[config.mk]
export PLATFORM = sky130hd
export DESIGN_NAME = fft_stage_ctrl
export DESIGN_NICKNAME = d
export VERILOG_FILES = /design/src/rtl/fft_stage_ctrl_pkg.sv /design/src/rtl/fft_stage_ctrl_wr_delay.sv /design/src/rtl/fft_stage_ctrl.sv
export SDC_FILE = /design/constraint.sdc
export NUM_CORES = 1
export LEC_CHECK = 0
export CAP_MARGIN = 20
export CORE_ASPECT_RATIO = 0.8
export CORE_MARGIN = 2
export CORE_UTILIZATION = 47
export CTS_CLUSTER_SIZE = 20
export DETAILED_ROUTE_END_ITERATION = 7
export DONT_BUFFER_PORTS = 1
export PLACE_DENSITY = 0.7
export SYNTH_ARGS = -nofsm -noshare
export SYNTH_HDL_FRONTEND = slang
export SYNTH_SLANG_ARGS = --single-unit
[constraint.sdc]
create_clock -name clk -period 8.1 [get_ports clk]
set_input_delay 1.215 -clock clk [delete_from_list [all_inputs] [get_ports clk]]
set_output_delay 1.215 -clock clk [all_outputs]
set_load 0.005 [all_outputs]
[src/rtl/fft_stage_ctrl_pkg.sv]
// Shared types and defaults for the in-place radix-2 FFT stage sequencer.
// Holds the FSM state encoding, default latencies and a width helper.
package fft_stage_ctrl_pkg;

  typedef enum logic [1:0] {
    ST_IDLE  = 2'd0,
    ST_RUN   = 2'd1,
    ST_DRAIN = 2'd2,
    ST_FIN   = 2'd3
  } state_t;

  localparam int DEF_MEM_RD_LAT = 1;
  localparam int DEF_BFLY_LAT   = 5;

  // Counter width that stays at least 1 bit for degenerate sizes.
  function automatic int cnt_width(input int n);
    return (n <= 1) ? 1 : $clog2(n);
  endfunction

endpackage

[src/rtl/fft_stage_ctrl_wr_delay.sv]
// Parameterised shift register that replays read-side butterfly context
// {valid, addra, addrb, scale} DEPTH cycles later as write-side strobes.
module fft_stage_ctrl_wr_delay #(
  parameter int WIDTH = 8,
  parameter int DEPTH = 6
) (
  input  logic             clk,
  input  logic             rst,
  input  logic [WIDTH-1:0] din,
  output logic [WIDTH-1:0] dout
);

  logic [WIDTH-1:0] pipe_reg [DEPTH];

  genvar gi;
  generate
    for (gi = 0; gi < DEPTH; gi++) begin : g_tap
      if (gi == 0) begin : g_head
        always_ff @(posedge clk or posedge rst) begin
          if (rst) pipe_reg[gi] <= '0;
          else     pipe_reg[gi] <= din;
        end
      end else begin : g_body
        always_ff @(posedge clk or posedge rst) begin
          if (rst) pipe_reg[gi] <= '0;
          else     pipe_reg[gi] <= pipe_reg[gi-1];
        end
      end
    end
  endgenerate

  assign dout = pipe_reg[DEPTH-1];

endmodule

[src/rtl/fft_stage_ctrl.sv]
// Radix-2 in-place FFT stage sequencer: issues butterfly read pairs, twiddle
// indices and scale bits per stage, then delayed write-back on the same addresses.
module fft_stage_ctrl
  import fft_stage_ctrl_pkg::*;
#(
  parameter int LOG2N      = 10,
  parameter int MEM_RD_LAT = DEF_MEM_RD_LAT,
  parameter int BFLY_LAT   = DEF_BFLY_LAT
) (
  input  logic             clk,
  input  logic             rst,
  input  logic             start,
  input  logic [LOG2N-1:0] scale_mask,
  output logic             busy,
  output logic             done,
  output logic             rd_en,
  output logic [LOG2N-1:0] rd_addra,
  output logic [LOG2N-1:0] rd_addrb,
  output logic [LOG2N-2:0] twiddle_addr,
  output logic             wr_en,
  output logic [LOG2N-1:0] wr_addra,
  output logic [LOG2N-1:0] wr_addrb,
  output logic             scale
);

  localparam int WR_DELAY = MEM_RD_LAT + BFLY_LAT;
  localparam int HALF_N   = 2 ** (LOG2N - 1);
  localparam int KW       = LOG2N - 1;
  localparam int SW       = cnt_width(LOG2N);
  localparam int DW       = cnt_width(WR_DELAY);
  localparam int PW       = 2 + 2 * LOG2N;

  localparam logic [KW-1:0] K_LAST = KW'(HALF_N - 1);
  localparam logic [SW-1:0] S_LAST = SW'(LOG2N - 1);
  localparam logic [DW-1:0] D_LAST = DW'(WR_DELAY - 1);

  state_t           state_reg, state_next;
  logic [KW-1:0]    k_reg, k_next;
  logic [SW-1:0]    stage_reg, stage_next;
  logic [DW-1:0]    drain_reg, drain_next;
  logic [LOG2N-1:0] mask_reg, mask_next;
  logic             rd_scale_reg;

  logic [LOG2N-1:0] k_ext;
  logic [LOG2N-1:0] lo_mask;
  logic [LOG2N-1:0] addra_next, addrb_next;
  logic [KW-1:0]    tw_next;
  logic             run_next;

  always_ff @(posedge clk or posedge rst) begin
    if (rst) begin
      state_reg <= ST_IDLE;
      k_reg     <= '0;
      stage_reg <= '0;
      drain_reg <= '0;
      mask_reg  <= '0;
    end else begin
      state_reg <= state_next;
      k_reg     <= k_next;
      stage_reg <= stage_next;
      drain_reg <= drain_next;
      mask_reg  <= mask_next;
    end
  end

  always_comb begin
    state_next = state_reg;
    k_next     = k_reg;
    stage_next = stage_reg;
    drain_next = drain_reg;
    mask_next  = mask_reg;
    case (state_reg)
      ST_IDLE: begin
        k_next     = '0;
        stage_next = '0;
        drain_next = '0;
        if (start) begin
          state_next = ST_RUN;
          mask_next  = scale_mask;
        end
      end
      ST_RUN: begin
        if (k_reg == K_LAST) begin
          state_next = ST_DRAIN;
          k_next     = '0;
          drain_next = '0;
        end else begin
          k_next = k_reg + KW'(1);
        end
      end
      ST_DRAIN: begin
        // Hold reads off until this stage's last write has landed in RAM.
        if (drain_reg == D_LAST) begin
          drain_next = '0;
          if (stage_reg == S_LAST) begin
            state_next = ST_FIN;
          end else begin
            state_next = ST_RUN;
            stage_next = stage_reg + SW'(1);
          end
        end else begin
          drain_next = drain_reg + DW'(1);
        end
      end
      ST_FIN: begin
        state_next = ST_IDLE;
        k_next     = '0;
        stage_next = '0;
      end
      default: state_next = ST_IDLE;
    endcase
  end

  // Address generation from the next-state counters so the read outputs can be registered.
  always_comb begin
    run_next   = (state_next == ST_RUN);
    k_ext      = {1'b0, k_next};
    lo_mask    = ~({LOG2N{1'b1}} << stage_next);
    addra_next = (((k_ext >> stage_next) << 1) << stage_next) | (k_ext & lo_mask);
    addrb_next = addra_next | (LOG2N'(1) << stage_next);
    tw_next    = (k_next & lo_mask[KW-1:0]) << (S_LAST - stage_next);
    if (!run_next) begin
      addra_next = '0;
      addrb_next = '0;
      tw_next    = '0;
    end
  end

  always_ff @(posedge clk or posedge rst) begin
    if (rst) begin
      rd_en        <= 1'b0;
      rd_addra     <= '0;
      rd_addrb     <= '0;
      twiddle_addr <= '0;
      rd_scale_reg <= 1'b0;
      busy         <= 1'b0;
      done         <= 1'b0;
    end else begin
      rd_en        <= run_next;
      rd_addra     <= addra_next;
      rd_addrb     <= addrb_next;
      twiddle_addr <= tw_next;
      rd_scale_reg <= run_next & mask_next[stage_next];
      busy         <= (state_next != ST_IDLE);
      done         <= (state_next == ST_FIN);
    end
  end

  logic [PW-1:0] wr_pipe_in, wr_pipe_out;

  assign wr_pipe_in = {rd_en, rd_addra, rd_addrb, rd_scale_reg};

  fft_stage_ctrl_wr_delay #(
    .WIDTH (PW),
    .DEPTH (WR_DELAY)
  ) u_wr_delay (
    .clk  (clk),
    .rst  (rst),
    .din  (wr_pipe_in),
    .dout (wr_pipe_out)
  );

  assign {wr_en, wr_addra, wr_addrb, scale} = wr_pipe_out;

endmodule

Word-level counts from Yosys, hierarchy flattened
Index checks and enable logic that the tools add are counted.
- add/sub/neg operators: 4
- multiply operators: 0
- divide/modulo/power cells: 0
- $lt $le $gt $ge: 1
- eq/ne operators: 9
- shifts and indexed selects: 5
- multiplexer cells: 20
- bitwise gates (word level): 6
- reduce and logical (&&, ||, !) cells: 5
- operator list (operator ; number):
    2-to-1 mux 10 bit ; 4
    OR 10 bit ; 2
    2-to-1 mux 9 bit ; 2
    one-hot mux 9 bit (2 select lines) ; 1
    AND 9 x 10 -> 10 bit ; 1
    inverter 10 bit ; 1
    left shift 1 x 4 -> 10 bit (first input constant) ; 1
    left shift 10 x 4 -> 10 bit ; 1
    left shift 10 x 4 -> 10 bit (first input constant) ; 1
    adder 9 x 1 -> 9 bit (second input constant) ; 1
    AND 9 bit ; 1
    equality test 9 bit (second input constant) ; 1
    one-hot mux 3 bit (3 select lines) ; 1
    left shift 9 x 4 -> 9 bit ; 1
    right shift 9 x 4 -> 9 bit ; 1
    2-to-1 mux 2 bit ; 4
    2-to-1 mux 4 bit ; 2
    one-hot mux 2 bit (4 select lines) ; 1
    one-hot mux 4 bit (2 select lines) ; 1
    equality test 2 bit (second input constant) ; 3
    2-to-1 mux 3 bit ; 2
    less-than comparator 4 x 5 -> 1 bit (second input constant) ; 1
    adder 4 x 1 -> 4 bit (second input constant) ; 1
    binary-select mux 1 bit (select 4 bit) ; 1
    other kinds (13) ; 14
- bits in registers: 193
- latch bits: 0
- bits in writable memories: 0
- memory bits (read-only): 0
- input port bits: 13
- word-level logic and storage cells: 68
- memories: 0

Depth between registers and ports, before layout
- depth after elaboration: 10
- depth in mapped cells: 15
- depth with buffers taken out: 13

Modules after synthesis
A second synthesis with hierarchy kept.
- cells, all modules: 516
- area, all modules: 6820.3 µm²
- by module, submodules not included (module ; instances ; cells each ; area an instance (µm²)):
    fft_stage_ctrl_wr_delay ; 1 ; 155 ; 3472.1
    fft_stage_ctrl ; 1 ; 361 ; 3348.2

Worst setup path before layout
No wires, ideal clock.
- path kind: register -> register
- start: register k_reg[0]
- end: register twiddle_addr[8]
- setup time: 0.075 ns
- data arrival time: 2.822 ns
- setup slack: 5.203 ns
- stages on the path, launching flop included: 13
- buffers on the path: 0
- period minus slack after synthesis: 2.897 ns
- cell sequence: dfrtp_1 ha_1 nand3_1 nor3_1 ha_1 or3b_1 a21o_1 mux2i_1 o21ai_1 o22ai_1 a21oi_1 a211o_1 a21oi_2
- word-level cells in the longest chain between the ends: 6
- elaborated cells on any way between the ends: 10
- those cells by class: add/sub (1); eq/ne (2); shift (1); mux (5); bitwise (1)
- ends and longest elaborated chain (what ; line ; text):
    start, declared ; fft_stage_ctrl.sv:38 ; logic [KW-1:0] k_reg, k_next;
    start signal, assigned ; fft_stage_ctrl.sv:59 ; k_reg <= k_next;
    adder 9 x 1 -> 9 bit or equality test 9 bit (tied branches) ; fft_stage_ctrl.sv:88, fft_stage_ctrl.sv:83 ;
    2-to-1 mux 9 bit * ; fft_stage_ctrl.sv:83 ; if (k_reg == K_LAST) begin
    one-hot mux 9 bit (2 select lines) * ; fft_stage_ctrl.sv:72 ; case (state_reg)
    via k_next[5] ; fft_stage_ctrl.sv:38 ;
    AND 9 bit * ; fft_stage_ctrl.sv:121 ; tw_next = (k_next & lo_mask[KW-1:0]) << (S_LAST - stage_next);
    left shift 9 x 4 -> 9 bit * ; fft_stage_ctrl.sv:121 ;
    2-to-1 mux 9 bit * ; fft_stage_ctrl.sv:122 ; if (!run_next) begin
    via tw_next[8] ; fft_stage_ctrl.sv:47 ; logic [KW-1:0] tw_next;
    end signal, assigned ; fft_stage_ctrl.sv:142 ; twiddle_addr <= tw_next;
    end, declared ; fft_stage_ctrl.sv:19 ; output logic [LOG2N-2:0] twiddle_addr,
The timed path passes the listed nets; every way through them passes the cells marked *.
A chain may end at the register's enable or synchronous reset.

Final worst setup path
- start: register stage_reg[0]
- end: register rd_addrb[2]
- word-level cells in the longest chain between the ends: 10
- elaborated cells on any way between the ends: 18
- those cells by class: add/sub (1); eq/ne (2); shift (4); mux (7); bitwise (4)
- ends and longest elaborated chain (what ; line ; text):
    start, declared ; fft_stage_ctrl.sv:39 ; logic [SW-1:0] stage_reg, stage_next;
    start signal, assigned ; fft_stage_ctrl.sv:60 ; stage_reg <= stage_next;
    branches (longest 9 deep; another with adder 4 x 1 -> 4 bit) ; - ;
    2-to-1 mux 10 bit * ; fft_stage_ctrl.sv:122 ;
    via addrb_next[2] ; fft_stage_ctrl.sv:46 ; logic [LOG2N-1:0] addra_next, addrb_next;
    end signal, assigned ; fft_stage_ctrl.sv:141 ; rd_addrb <= addrb_next;
    end, declared ; fft_stage_ctrl.sv:18 ; output logic [LOG2N-1:0] rd_addrb,
Mark *: on every way through the listed nets, which the timed path passes.

==> reports/summary.txt <==
Fill cells = 1,208
Worst Clk Skew = 0.0181 ns
Count of flip-flops with a built-in enable after synthesis = 0
Fin crit share = 49.5%
Std-Cell Rows = 39
PwrDens = 242 nW/um2
Die Span X = 140 um
Most used cells in the layout excluding fill and tap cells = sky130_fd_sc_hd__dfrtp_1, sky130_fd_sc_hd__nand2_1, sky130_fd_sc_hd__a21oi_1
Hold path start = u_wr_delay.pipe_reg[92]
Max-capacitance violation count = 0
Final Hold Slack = 0.338 ns
Largest net degree at the start of global routing = 112
Number of antenna-violating nets in the routed design = 0
Critical Path RT = 8.42 ns
CTS buffer count = 17
Clock insertion delay at the later pin of the skew report = 0.43 ns
Worst Path Arrival = 4.33 ns
Wire length per cell = 18.3 um
Detailed-route vias per instance = 5.52
Placer Congestion = 0.866
YS warnings = 0
Post-synthesis instance area = 6980 um2
Outcome = finished clean
Setup TNS = 0 ns
Met1 track demand over resource in global routing = 24.0%
Maximum count of clock buffers along a single path = 2
Max reg flops = 110
Routed vias = 3,819
Global Route Usage Sum = 17.3%
Clk slew on worst S/H paths = 0.07 ns
Fraction of layout cells with a size suffix above 1 = 14.4%
Leading cell type in the layout, fill and taps excluded = sky130_fd_sc_hd__dfrtp_1
Via count of the first global-routing pass = 3,846
# setup viols final = 0
GR met2 Demand/Resource = 26.3%
Launch point of the worst reg-to-reg path = stage_reg[0]
Antenna diode instance count = 0
Number of gates given a new drive strength after cts = 0
Total of hold buffers inserted after clock tree synthesis = 0
Number of port buffers = 0
Crit Path Class = reg2reg
Standby leakage power = 3.42 nW
Hold Crit Class = reg2reg
Number of max-slew violations in the final report = 0
Category of the worst setup path capture point = flip-flop
Count of unresolved DRC violations after routing = 0
Met3 track demand over resource = 4.78%
CTS sink count = 193
Synthesized area per cell = 13.6 um2
Nets@finish = 515
Worst setup path startpoint = stage_reg[0]
Relative area change from synthesis to final layout = 8.76%
Area inside the core boundary = 14,400 um2
# H-tree levels = 4
Antenna violations before repair = 0
Peak Freq = 0.249 GHz
Unrepaired setup endpoints after global routing = no
Clock tree root driver cell = sky130_fd_sc_hd__clkbuf_16
First-pass DRT Iterations = 5
Share of Yosys cell area claimed by the top area cell type = 69.2%
Flops & latches, synth = 193
TritonCTS clock tree = built
Largest cells by area after synthesis = sky130_fd_sc_hd__dfrtp_1, sky130_fd_sc_hd__buf_4, sky130_fd_sc_hd__nand2_1
Post-Syn Nets = 535
Sequential element share of the synthesized area = 69.2%
Worst setup SP type = flip-flop
Top Usage Layer GRT = met2
Minimum period implied by the final worst setup slack = 4.01 ns
Starting DRC count in detailed routing = 216
Worst-margin pin slew = 0.965 ns
Top-level I/O count = 67
Total congestion overflow after global routing = 0
Number of buffers added for setup after CTS = 0
Post-synthesis cell type count = 74
Peak supply drop = 0.164 mV
Library cell occupying the most area in the post-synthesis netlist = sky130_fd_sc_hd__dfrtp_1
Max transition margin = 35.7%
Hold Fails Final Rpt = 0
Die Y-Extent = 113 um
Initial Util = 48.5%
Synth Instances = 515
Total detailed-routing wirelength = 12.7 mm
Global-route wire length before repair = 21.1 mm
Detailed Place HPWL = 7.91 mm
Proportion of synthesized flip-flops having asynchronous set or reset = 100%
Top flip-flop cell by instance count after synthesis = sky130_fd_sc_hd__dfrtp_1
Max Fanout on Critical Path = 20
Total die area = 15,900 um2
## worst max-delay path, cell delays in order, from the launching register on
cell and delay [ns]:
sky130_fd_sc_hd__dfrtp_1 0.56, sky130_fd_sc_hd__ha_1 0.23, sky130_fd_sc_hd__nand3b_1 0.14, sky130_fd_sc_hd__nand4_1 0.12, sky130_fd_sc_hd__and3_1 0.69, sky130_fd_sc_hd__clkinv_1 0.57
sky130_fd_sc_hd__nor2_1 0.61, sky130_fd_sc_hd__buf_6 0.23, sky130_fd_sc_hd__a32oi_2 0.14, sky130_fd_sc_hd__a31oi_2 0.27, sky130_fd_sc_hd__o31ai_2 0.12, sky130_fd_sc_hd__a41o_1 0.21
## cell families after synthesis
kind of cell	count (synthesis)	synth area share, %
AO/OA/AOI/OAI	105	11.0
XOR/XNOR	1	0.125
adder cells (fa/ha/maj)	7	1.25
buffers and inverters	58	5.02
flip-flops	193	69.2
multiplexers	23	3.87
AND/OR/NAND/NOR	128	9.55
## cells in the mapped netlist (3+ instances only)
cell	count
sky130_fd_sc_hd__mux2_2	12
sky130_fd_sc_hd__a21oi_2	4
sky130_fd_sc_hd__buf_4	22
sky130_fd_sc_hd__a21oi_1	20
sky130_fd_sc_hd__o21ai_0	16
sky130_fd_sc_hd__o22ai_1	3
sky130_fd_sc_hd__o31ai_1	4
sky130_fd_sc_hd__and3_1	4
sky130_fd_sc_hd__o21ai_1	7
sky130_fd_sc_hd__a31oi_1	4
sky130_fd_sc_hd__ha_1	7
sky130_fd_sc_hd__nand3_1	13
sky130_fd_sc_hd__inv_1	12
sky130_fd_sc_hd__buf_2	5
sky130_fd_sc_hd__a41o_1	3
sky130_fd_sc_hd__nor3_1	17
sky130_fd_sc_hd__or4_1	3
sky130_fd_sc_hd__nand2_1	44
sky130_fd_sc_hd__nor2_1	18
sky130_fd_sc_hd__nor2b_1	5
sky130_fd_sc_hd__o211ai_1	9
sky130_fd_sc_hd__buf_1	3
sky130_fd_sc_hd__dfrtp_1	193
sky130_fd_sc_hd__clkbuf_1	9
sky130_fd_sc_hd__a211oi_1	5
sky130_fd_sc_hd__a21o_1	3
sky130_fd_sc_hd__mux2i_1	9
sky130_fd_sc_hd__a22o_1	3
## stage by stage
stage	instance area, um2	std cells	worst slack (ns)	power (mW)	util, %
2_1_floorplan	6980	515	1.63	0.996	-
3_3_place_gp	6960	659	3.94	1.00	48.3
3_5_place_dp	6960	659	3.79	1.00	48.3
4_1_cts	7580	691	3.76	1.87	52.7
5_1_grt	7590	692	3.79	1.90	52.8
6_report	7590	692	4.09	1.84	52.8
## routing by layer
| metal | wire, um | vias up |
|---|---|---|
| met5 | 0 | - |
| met4 | 172 | 0 |
| met3 | 665 | 14 |
| met2 | 5860 | 104 |
| met1 | 5970 | 1951 |
| li1 | - | 1750 |
## worst paths after layout
path                                                 to  slack (ns)  depth (start not counted)
max in group asynchronous                   rd_addra[0]        5.86                          2
min in group asynchronous       u_wr_delay.pipe_reg[28]        0.75                          1
worst max-delay path                        rd_addrb[2]        4.09                         11
worst min register to register  u_wr_delay.pipe_reg[70]        0.34                          0
worst min-delay path            u_wr_delay.pipe_reg[70]        0.34                          0
worst max register to register              rd_addrb[2]        4.09                         11
## power breakdown
part / leakage (nW) / internal [mW] / total (mW) / switching, mW
Clock: 0.303 / 0.456 / 0.858 / 0.402
Sequential: 2.36 / 0.963 / 0.963 / 0
Combinational: 0.764 / 0.000580 / 0.0177 / 0.0171
Total: 3.42 / 1.42 / 1.84 / 0.419
## layout make-up
| class | count | area [um2] | share of cell area [%] |
|---|---|---|---|
| Multi-Input combinational cell | 264 | 1800 | 23.7 |
| Timing Repair Buffer | 3 | 26.3 | 0.346 |
| Tap cell | 184 | 230 | 3.03 |
| Sequential cell | 193 | 4830 | 63.6 |
| Clock buffer | 18 | 439 | 5.78 |
| Inverter | 16 | 80.1 | 1.05 |
| Clock inverter | 14 | 186 | 2.45 |
No activity file was read; power rests on OpenSTA's default activity.
